File: src/rtl/mix_columns_engine.sv
// rtl/mix_columns_engine.sv - sequential AES MixColumns/InvMixColumns engine with valid/ready handshakes
// Transforms COLS_PER_CYCLE columns of the working state per clock; the result is held until it is accepted.
module mix_columns_engine #(
  parameter int COLS_PER_CYCLE = 1
) (
  input  logic         clk,
  input  logic         rst,
  input  logic         mode,
  input  logic         in_valid,
  output logic         in_ready,
  input  logic [0:127] in_state,
  output logic         out_valid,
  input  logic         out_ready,
  output logic [0:127] out_state,
  output logic         busy
);
  localparam int STEPS = 4 / COLS_PER_CYCLE;
  localparam logic [1:0] STEP_LAST = 2'(STEPS - 1);

  generate
    if (COLS_PER_CYCLE != 1 && COLS_PER_CYCLE != 2 && COLS_PER_CYCLE != 4) begin : g_bad_cfg
      $error("mix_columns_engine: COLS_PER_CYCLE must be 1, 2 or 4");
    end
  endgenerate

  typedef enum logic [1:0] {IDLE, BUSY, DONE} state_t;

  state_t       state, state_nx;
  logic [1:0]   step;
  logic         mode_q;
  logic [0:127] work, work_nx;

  function automatic logic [7:0] xtime(input logic [7:0] b);
    return {b[6:0], 1'b0} ^ (b[7] ? 8'h1b : 8'h00);
  endfunction

  // Coefficient k is a 4-bit mask over {x8, x4, x2, x1}; every matrix entry fits in it.
  function automatic logic [7:0] gmul(input logic [7:0] b, input logic [3:0] k);
    logic [7:0] x2, x4, x8;
    x2 = xtime(b);
    x4 = xtime(x2);
    x8 = xtime(x4);
    return ({8{k[0]}} & b) ^ ({8{k[1]}} & x2) ^ ({8{k[2]}} & x4) ^ ({8{k[3]}} & x8);
  endfunction

  function automatic logic [31:0] mix_col(input logic [31:0] col, input logic inv);
    logic [7:0] a [4];
    logic [7:0] r [4];
    logic [3:0] m0, m1, m2, m3;
    for (int i = 0; i < 4; i++) a[i] = col[31-8*i -: 8];
    m0 = inv ? 4'he : 4'h2;
    m1 = inv ? 4'hb : 4'h3;
    m2 = inv ? 4'hd : 4'h1;
    m3 = inv ? 4'h9 : 4'h1;
    // Each row of both matrices is the previous row rotated right by one.
    for (int i = 0; i < 4; i++) begin
      r[i] = gmul(a[i], m0) ^ gmul(a[(i+1)%4], m1) ^ gmul(a[(i+2)%4], m2) ^ gmul(a[(i+3)%4], m3);
    end
    return {r[0], r[1], r[2], r[3]};
  endfunction

  always_ff @(posedge clk or posedge rst) begin
    if (rst) begin
      state  <= IDLE;
      step   <= 2'd0;
      mode_q <= 1'b0;
      work   <= '0;
    end else begin
      state <= state_nx;
      if (state == IDLE && in_valid) begin
        work   <= in_state;
        mode_q <= mode;
        step   <= 2'd0;
      end else if (state == BUSY) begin
        work <= work_nx;
        step <= step + 2'd1;
      end
    end
  end

  always_comb begin
    state_nx  = state;
    work_nx   = work;
    in_ready  = 1'b0;
    out_valid = 1'b0;
    busy      = 1'b0;
    case (state)
      IDLE: begin
        in_ready = ~rst;
        if (in_valid && in_ready) state_nx = BUSY;
      end
      BUSY: begin
        busy = 1'b1;
        for (int c = 0; c < 4; c++) begin
          if ((c / COLS_PER_CYCLE) == int'(step)) begin
            work_nx[32*c +: 32] = mix_col(work[32*c +: 32], mode_q);
          end
        end
        if (step == STEP_LAST) state_nx = DONE;
      end
      DONE: begin
        busy      = 1'b1;
        out_valid = 1'b1;
        if (out_ready) state_nx = IDLE;
      end
      default: state_nx = IDLE;
    endcase
  end

  assign out_state = work;

endmodule

File: config.mk
export PLATFORM = sky130hd
export DESIGN_NAME = mix_columns_engine
export DESIGN_NICKNAME = d
export VERILOG_FILES = /design/src/rtl/mix_columns_engine.sv
export SDC_FILE = /design/constraint.sdc
export NUM_CORES = 1
export LEC_CHECK = 0
export BUFFER_PORTS_ARGS = -buffer_cell sky130_fd_sc_hd__clkbuf_2
export CAP_MARGIN = 20
export CORE_MARGIN = 2
export CORE_UTILIZATION = 59
export DETAILED_ROUTE_END_ITERATION = 10
export PLACE_DENSITY = 0.87
export SETUP_SLACK_MARGIN = 0.2
export SYNTH_ARGS = -nofsm -noshare
export SYNTH_HDL_FRONTEND = slang
export SYNTH_SLANG_ARGS = --single-unit
File: constraint.sdc
create_clock -name clk -period 5.23 [get_ports clk]
set_clock_uncertainty 0.15 [all_clocks]
set_input_delay 0.7845 -clock clk [delete_from_list [all_inputs] [get_ports clk]]
set_output_delay 0.7845 -clock clk [all_outputs]
set_load 0.05 [all_outputs]
# Word-level counts from Yosys, hierarchy flattened
# Index checks and enable logic that the tools add are counted.
word_totals:
  ff_bits: 133
  in_bits: 133
  output_inout_bits: 131
op_classes:
  n_addsub: 1
  n_eq_ne: 9
  n_mux: 67
  bitwise_logic: 545
  reduce_logical: 15
op_table:
  columns: ["cell", "count"]
  rows:
  - ["bitwise AND 8 bit", 256]
  - ["XOR 8 bit", 246]
  - ["XOR 8 x 5 -> 8 bit", 42]
  - ["2-to-1 mux 128 bit", 2]
  - ["2-to-1 mux 5 bit", 48]
  - ["2-to-1 mux 32 bit", 4]
  - ["2-to-1 mux 4 bit", 4]
  - ["2-to-1 mux 2 bit", 5]
  - ["nonzero test 2 bit", 5]
  - ["AND reduction 2 bit", 4]
  - ["case mux 2 bit (3 select lines)", 1]
  - ["== test 2 bit (first input constant)", 2]
  - ["== test 2 bit (second input constant)", 2]
  - ["logical NOT 2 bit", 2]
  - ["!= test 2 x 1 -> 1 bit (second input constant)", 2]
  - ["2-to-1 mux 1 bit", 3]
  - ["AND reduction 3 bit", 1]
  - ["adder 2 x 1 -> 2 bit (second input constant)", 1]
  - ["== test 1 x 2 -> 1 bit (first input constant)", 1]
  - ["== test 2 x 1 -> 1 bit (second input constant)", 1]
  - ["logical AND 1 bit", 2]
  - ["!= test 2 bit (second input constant)", 1]
  - ["OR reduction 2 bit", 1]
  - ["NOT 1 bit", 1]

# Depth between registers and ports, before layout
# Gate-level depths: netlist (run 1).
depth:
  word_depth: 14
  depth_mapped: 10
  depth_no_buf: 8

# Worst setup path before layout (run 1)
# No wires, ideal clock.
synth_timing:
  path_type: "input-to-reg"
  startpoint: "input rst"
  endpoint: "register state[1]"
  setup_time_ps: 83
  t_arrival_ps: 4173
  t_required_ps: 4997
  path_slack_ps: 824
  cell_stages: 5
  path_cell_list: "inv_1 nand2_1 a21oi_1 nand2_1 o21ai_0"
synth_between:
  elab_chain_cells: 4
synth_lines:
  columns: ["item", "line_no", "source"]
  rows:
  - ["start, declared", "7", "input logic rst,"]
  - ["NOT 1 bit", "89", "in_ready = ~rst;"]
  - ["logical AND 1 bit", "90", "if (in_valid && in_ready) state_nx = BUSY;"]
  - ["!= test 2 x 1 -> 1 bit (no source line)", null, null]
  - ["AND reduction 3 bit (no source line)", null, null]
  - ["end signal, assigned", "69", "state <= state_nx;"]
  - ["end, declared", "28", "state_t state, state_nx;"]
# No other way between the ends.
# A chain may end at the register's enable or synchronous reset.

# Final worst setup path (run 1)
layout_timing:
  startpoint: "register work (netlist bit out_state[58])"
  endpoint: "register work (netlist bit out_state[36])"
layout_between:
  elab_chain_cells: 10
layout_lines:
  columns: ["item", "line_no", "source"]
  rows:
  - ["start, declared", "31", "logic [0:127] work, work_nx;"]
  - ["start signal, assigned", "71", "work <= in_state;"]
  - ["start signal, assigned", "75", "work <= work_nx;"]
  - ["XOR 8 x 5 -> 8 bit (2 in series)", "34", "return {b[6:0], 1'b0} ^ (b[7] ? 8'h1b : 8'h00);"]
  - ["2-to-1 mux 5 bit", "34", null]
  - ["XOR 8 x 5 -> 8 bit", "34", null]
  - ["bitwise AND 8 bit", "43", "return ({8{k[0]}} & b) ^ ({8{k[1]}} & x2) ^ ({8{k[2]}} & x4) ^ ({8{k[3]}} & x8);"]
  - ["XOR 8 bit", "43", null]
  - ["XOR 8 bit", "57", "r[i] = gmul(a[i], m0) ^ gmul(a[(i+1)%4], m1) ^ gmul(a[(i+2)%4], m2) ^ gmul(a[(i+3)%4], m3);"]
  - ["2-to-1 mux 32 bit", "95", "if ((c / COLS_PER_CYCLE) == int'(step)) begin"]
  - ["2-to-1 mux 128 bit", "74", "end else if (state == BUSY) begin"]
  - ["2-to-1 mux 128 bit", "70", "if (state == IDLE && in_valid) begin"]
# No other way between the ends. The select of a mux whose other input is x is not followed.

==> flow_metrics.env, run 1 <==
export IMPL_status="finished clean"
export IMPL_cts_root_buf="clkbuf_16"
export IMPL_initial_core_util_pct=59.8
export IMPL_cp_required_ns=5.42
export IMPL_htree_levels=4
export IMPL_fin_cells=2268
export IMPL_grt_usage_pct=31.3
export IMPL_worst_ep_arrival_time_ns=3.37
export IMPL_layout_setup_ws_ns=2.05
export IMPL_fp_row_count=60
export IMPL_r2r_cells=7
export IMPL_critPathMaxStageDelay_ns=0.55
export IMPL_grt_ovfl_total=0
export IMPL_synth_edf_count=0
export IMPL_hold_viol=0
export IMPL_cts_resized=0
export IMPL_port_buffers=263
export IMPL_wl_per_cell_um=19.6
export IMPL_syn_num_nets=1927
export IMPL_whs_ns=0.341
export IMPL_antenna_found_initial=0
export IMPL_syn_area_um2=16100
export IMPL_dpl_hpwl_um=32200
export IMPL_drive_gt1_share_pct=16.6
export IMPL_maxCapViolations=0
export IMPL_crit_slowest_cell="xnor3_2"
export IMPL_min_period_ns=3.18
export IMPL_synthTopCellsByArea="xnor2_1, dfrtp_1, xor2_1, xnor3_1, nand2_1"
export IMPL_drtAntennaViolNets=0
export IMPL_min_period_over_period_pct=60.8
export IMPL_async_flop_share_pct=100
export IMPL_grt_use_met1_pct=41.5
export IMPL_n_antenna_cell=0
export IMPL_drtPass1Iterations=5
export IMPL_die_area_um2=28600
export IMPL_ys_ff_latch=133
export IMPL_cpLargestDelayFamily="XOR/XNOR gates"
export IMPL_synth_top_area_share_pct=31.4
export IMPL_num_vias=12900
export IMPL_yosys_warnings=0
export IMPL_synth_top_cells_by_count="xnor2_1, nand2_1, xor2_1"
export IMPL_met3_usage_pct=4.23
export IMPL_post_cts_repair_setup_buffers=0
export IMPL_syn_to_final_growth_pct=11.0
export IMPL_coreArea_um2=26900
export IMPL_grt_pass1_wl_um=70800
export IMPL_cts_sinks=133
export IMPL_setup_viol=0
export IMPL_r2r_end="out_state[36]$_DFFE_PP0P_"
export IMPL_rsz0062_at_grt="no"
export IMPL_cts_tree="built"
export IMPL_synth_cells=1787
export IMPL_num_io_pins=264
export IMPL_yosysMostFrequentCell="xnor2_1"
export IMPL_synth_largest_area_cell="xnor2_1"
export IMPL_fp_dieW_um=169
export IMPL_cp_end_kind="flip-flop"
export IMPL_drt_iter0_markers=975
export IMPL_place_ws_ns=2.09
export IMPL_worst_setup_path_type="flip-flop to flip-flop"
export IMPL_relSlewSlack_pct=28.1
export IMPL_gp_congestion=0.931
export IMPL_reg2reg_slack_ns=2.05
export IMPL_postCtsHoldBufs=0
export IMPL_cp_buffers_inverters=0
export IMPL_die_h_um=169
export IMPL_met2_usage_pct=52.7
export IMPL_fin_setup_tns_ns=0
export IMPL_ys_seq_area_share_pct=20.7
export IMPL_nNetsFinal=2054
export IMPL_cp_max_fo=8
export IMPL_reg2reg_from="out_state[58]$_DFFE_PP0P_"
export IMPL_worstSetupStartpointType="flip-flop"
export IMPL_clk_pin_slew_ns=0.08
export IMPL_ys_flop_type="dfrtp_1"
export IMPL_cts_buffers=17
export IMPL_startpoint="out_state[58]$_DFFE_PP0P_"
export IMPL_drv_slew=0
export IMPL_busiest_layer="met2"
export IMPL_dp_cells=2236
export IMPL_worst_slew_pin_slew_ns=1.08
export IMPL_hp_class="input pin to asynchronous set/reset pin"
export IMPL_max_freq_ghz=0.314
export IMPL_grt_pass1_vias=13100
export IMPL_viasPerCell=5.70
export IMPL_drc=0
export IMPL_crit_chain="xnor3_2 > xnor3_1 > xor3_1 > o21ai_0 > a211oi_1 > or3b_1 > a31oi_1"
export IMPL_grt_max_degree=89
export IMPL_syn_area_per_cell_um2=8.99
export IMPL_cts_buffer_depth=2
export IMPL_insertion_delay_ns=0.44
export IMPL_drt_total_wl_um=44500
export IMPL_ys_types=39
logic make-up (layout without fill, tap and decap cells):
logic type / after synthesis / in the layout / share of synthesized area [%]
AO/OA/AOI/OAI: 206 / 206 / 7.60
XOR/XNOR: 857 / 857 / 54.9
adder cells (fa/ha/maj): 7 / 7 / 0.545
multiplexers: 49 / 49 / 3.05
buffers and inverters: 174 / 314 / 4.32
AND/OR/NAND/NOR: 361 / 361 / 8.88
flip-flops: 133 / 133 / 20.7
worst max path at each step:
stage,end,slack [ns],depth (start not counted)
2_1_floorplan,mode_q$_DFFE_PP0P_,0.72,1
3_3_place_gp,out_state[49]$_DFFE_PP0P_,2.21,5
3_5_place_dp,out_state[36]$_DFFE_PP0P_,2.09,7
4_1_cts,out_state[36]$_DFFE_PP0P_,2.06,7
5_1_grt,out_state[36]$_DFFE_PP0P_,1.88,7
6_report,out_state[36]$_DFFE_PP0P_,2.05,7
state kept, by name, indices dropped and copies added, names as in the netlist:
signal,count
state,2
step,2
mode_q,1
out_state,128
worst register-to-register path, cell delays in order, from the launching register on:
cell,delay [ns]
dfrtp_1,0.53
xnor3_2,0.55
xnor3_1,0.41
xor3_1,0.39
o21ai_0,0.38
a211oi_1,0.13
or3b_1,0.37
a31oi_1,0.17
cell type report:
| cell class | instances | area, um2 |
|---|---|---|
| multi-input cells | 1480 | 12100 |
| fillers | 2105 | 9030 |
| flip-flops and latches | 133 | 3330 |
| repair buffers | 273 | 1410 |
| clock buffers | 18 | 439 |
| well taps | 341 | 427 |
| clock inverters | 14 | 128 |
| inverters | 9 | 38.8 |
routing by layer:
layer / share of wire (%) / up-vias
met4: 2.8 / 0
li1: - / 5939
met2: 49 / 622
met3: 7.1 / 99
met1: 42 / 6260
met5: 0 / -
cells in the final DEF, fill, tap and decap left out, types with 3 or more instances in the layout:
cell type   Yosys  routed
clkinv_2        0       3
xor2_1        187     187
a21o_1          5       5
a22oi_1        22      22
inv_6           0       4
a21oi_1        34      31
nand2_1       248     247
o21a_1          8       8
xor3_1         22      22
buf_4           2       8
clkbuf_2        0     263
mux2i_1        49      49
xnor2_1       576     576
o21ai_0        78      78
nand3_1         4       4
a31oi_1        30      30
xnor3_1        70      70
o22ai_1        12      12
inv_1           8       7
dfrtp_1       133     132
clkinv_4        0       3
o211ai_1        7       7
or2_2           4       4
nor2_1         86      86
clkinvlp_4      0       4
nand2b_1        8       8
clkbuf_16       0      17
a21oi_2         0       3
ha_1            7       7
a211oi_1        6       6
metrics by stage:
stage               util (%)  area (um2)
floorplan                  -       16100
global placement        64.2       17300
detailed placement      64.3       17300
CTS                     66.4       17800
global route            66.4       17800
finish                  66.4       17800
Power of run 1 is not shown: default switching activity piles up to over one toggle a cycle in this logic, so the estimate is an artifact.
==> inputs of run 2 (changes only) <==
==> constraint.sdc (replaced) <==
create_clock -name clk -period 3.2 [get_ports clk]
set_clock_uncertainty 0.15 [all_clocks]
set_input_delay 0.48 -clock clk [delete_from_list [all_inputs] [get_ports clk]]
set_output_delay 0.48 -clock clk [all_outputs]
set_load 0.05 [all_outputs]
==> flow_metrics.env, run 2 (synthesis gave the netlist of run 1 again) <==
export IMPL_antenna_found_initial=1
export IMPL_cp_max_fo=7
export IMPL_clk_pin_slew_ns=0.07
export IMPL_drtPass1Iterations=5
export IMPL_cts_tree="built"
export IMPL_num_io_pins=264
export IMPL_rsz0062_at_grt="no"
export IMPL_hp_class="input pin to asynchronous set/reset pin"
export IMPL_r2r_cells=7
export IMPL_htree_levels=4
export IMPL_fin_util_pct=68.1
export IMPL_whs_ns=0.0909
export IMPL_worst_ep_arrival_time_ns=3.07
export IMPL_wl_per_cell_um=19.5
export IMPL_dpl_hpwl_um=33800
export IMPL_grt_pass1_wl_um=71800
export IMPL_nNetsFinal=2111
export IMPL_layout_commonest_cell="xnor2_1"
export IMPL_insertion_delay_ns=0.43
export IMPL_die_area_um2=28600
export IMPL_worst_setup_path_type="flip-flop to flip-flop"
export IMPL_cts_root_buf="clkbuf_16"
export IMPL_cts_buffer_depth=2
export IMPL_post_cts_repair_setup_buffers=0
export IMPL_coreArea_um2=26900
export IMPL_viasPerCell=5.64
export IMPL_cts_sinks=133
export IMPL_cp_end_kind="flip-flop"
export IMPL_r2r_end="out_state[36]$_DFFE_PP0P_"
export IMPL_grt_usage_pct=31.8
export IMPL_cts_buffers=17
export IMPL_worstSetupStartpointType="flip-flop"
export IMPL_gp_congestion=0.944
export IMPL_reg2reg_slack_ns=0.31
export IMPL_relSlewSlack_pct=45.5
export IMPL_final_cell_mix="xnor2_1, clkbuf_2, nand2_1"
export IMPL_port_buffers=263
export IMPL_min_period_over_period_pct=90.2
export IMPL_grt_ovfl_total=0
export IMPL_largest_reg_flops=128
export IMPL_num_vias=13100
export IMPL_maxCapViolations=0
export IMPL_initial_core_util_pct=59.8
export IMPL_fin_cells=2326
export IMPL_setup_viol=0
export IMPL_status="finished clean"
export IMPL_hold_viol=0
export IMPL_drv_slew=0
export IMPL_max_freq_ghz=0.347
export IMPL_drt_iter0_markers=1155
export IMPL_cp_required_ns=3.39
export IMPL_dp_cells=2293
export IMPL_fp_dieW_um=169
export IMPL_drtAntennaViolNets=0
export IMPL_fin_setup_tns_ns=0
export IMPL_drt_total_wl_um=45400
export IMPL_worst_slew_pin_slew_ns=0.816
export IMPL_syn_to_final_growth_pct=13.9
export IMPL_min_period_ns=2.89
export IMPL_grt_pass1_vias=13300
export IMPL_reg2reg_from="out_state[34]$_DFFE_PP0P_"
export IMPL_drive_gt1_share_pct=19.0
export IMPL_drc=0
export IMPL_postCtsHoldBufs=0
export IMPL_grt_max_degree=58
export IMPL_fp_row_count=60
export IMPL_die_h_um=169
[run 2: area by class of cell]
cell class	count	area [um2]
Multi-Input combinational cell	1480	12100
Fill cell	2046	8570
Sequential cell	133	3340
Timing Repair Buffer	330	1830
Clock buffer	21	460
Tap cell	341	427
Clock inverter	11	126
Inverter	9	37.5
Antenna cell	1	2.50
[run 2: worst max-delay path: stages, from the launching register on]
cell and delay [ns]:
dfrtp_2 0.46, xnor3_2 0.51, xnor3_1 0.40, xor3_1 0.27, or3_4 0.37, o211ai_1 0.11, or3b_1 0.36, a31oi_1 0.16
[run 2: worst max path at each step]
stage                                            to                       from  cells past startpoint
after floorplan                state[1]$_DFFE_PP0P_                        rst                      5
after global placement    out_state[36]$_DFFE_PP0P_  out_state[34]$_DFFE_PP0P_                      7
after detailed placement  out_state[60]$_DFFE_PP0P_  out_state[34]$_DFFE_PP0P_                      7
after CTS                 out_state[60]$_DFFE_PP0P_  out_state[34]$_DFFE_PP0P_                      7
after global routing      out_state[36]$_DFFE_PP0P_  out_state[34]$_DFFE_PP0P_                      7
final                     out_state[36]$_DFFE_PP0P_  out_state[34]$_DFFE_PP0P_                      7
[run 2: metrics by stage]
step	cell area [um2]	worst slack, ns
after floorplan	16100	0.0749
after global placement	17700	0.422
after detailed placement	17700	0.325
after CTS	18300	0.282
after global routing	18300	0.216
final	18300	0.314
[run 2: timing repair]
| action | 4_1_cts | 5_1_grt |
|---|---|---|
| gates resized for setup | 0 | 1 |
| hold endpoints to repair | 0 | 0 |
| endpoints found under the setup margin | 0 | 2 |
[run 2: metal layers]
layer / vias up / part of all wire [%] / GRT usage (%)
met5: - / 0 / 0
met4: 0 / 2.9 / 11.6
met3: 111 / 6.6 / 4.89
met2: 561 / 49 / 53.5
met1: 6388 / 42 / 41.6
li1: 6059 / - / -
Power of run 2 is left out for the same reason.
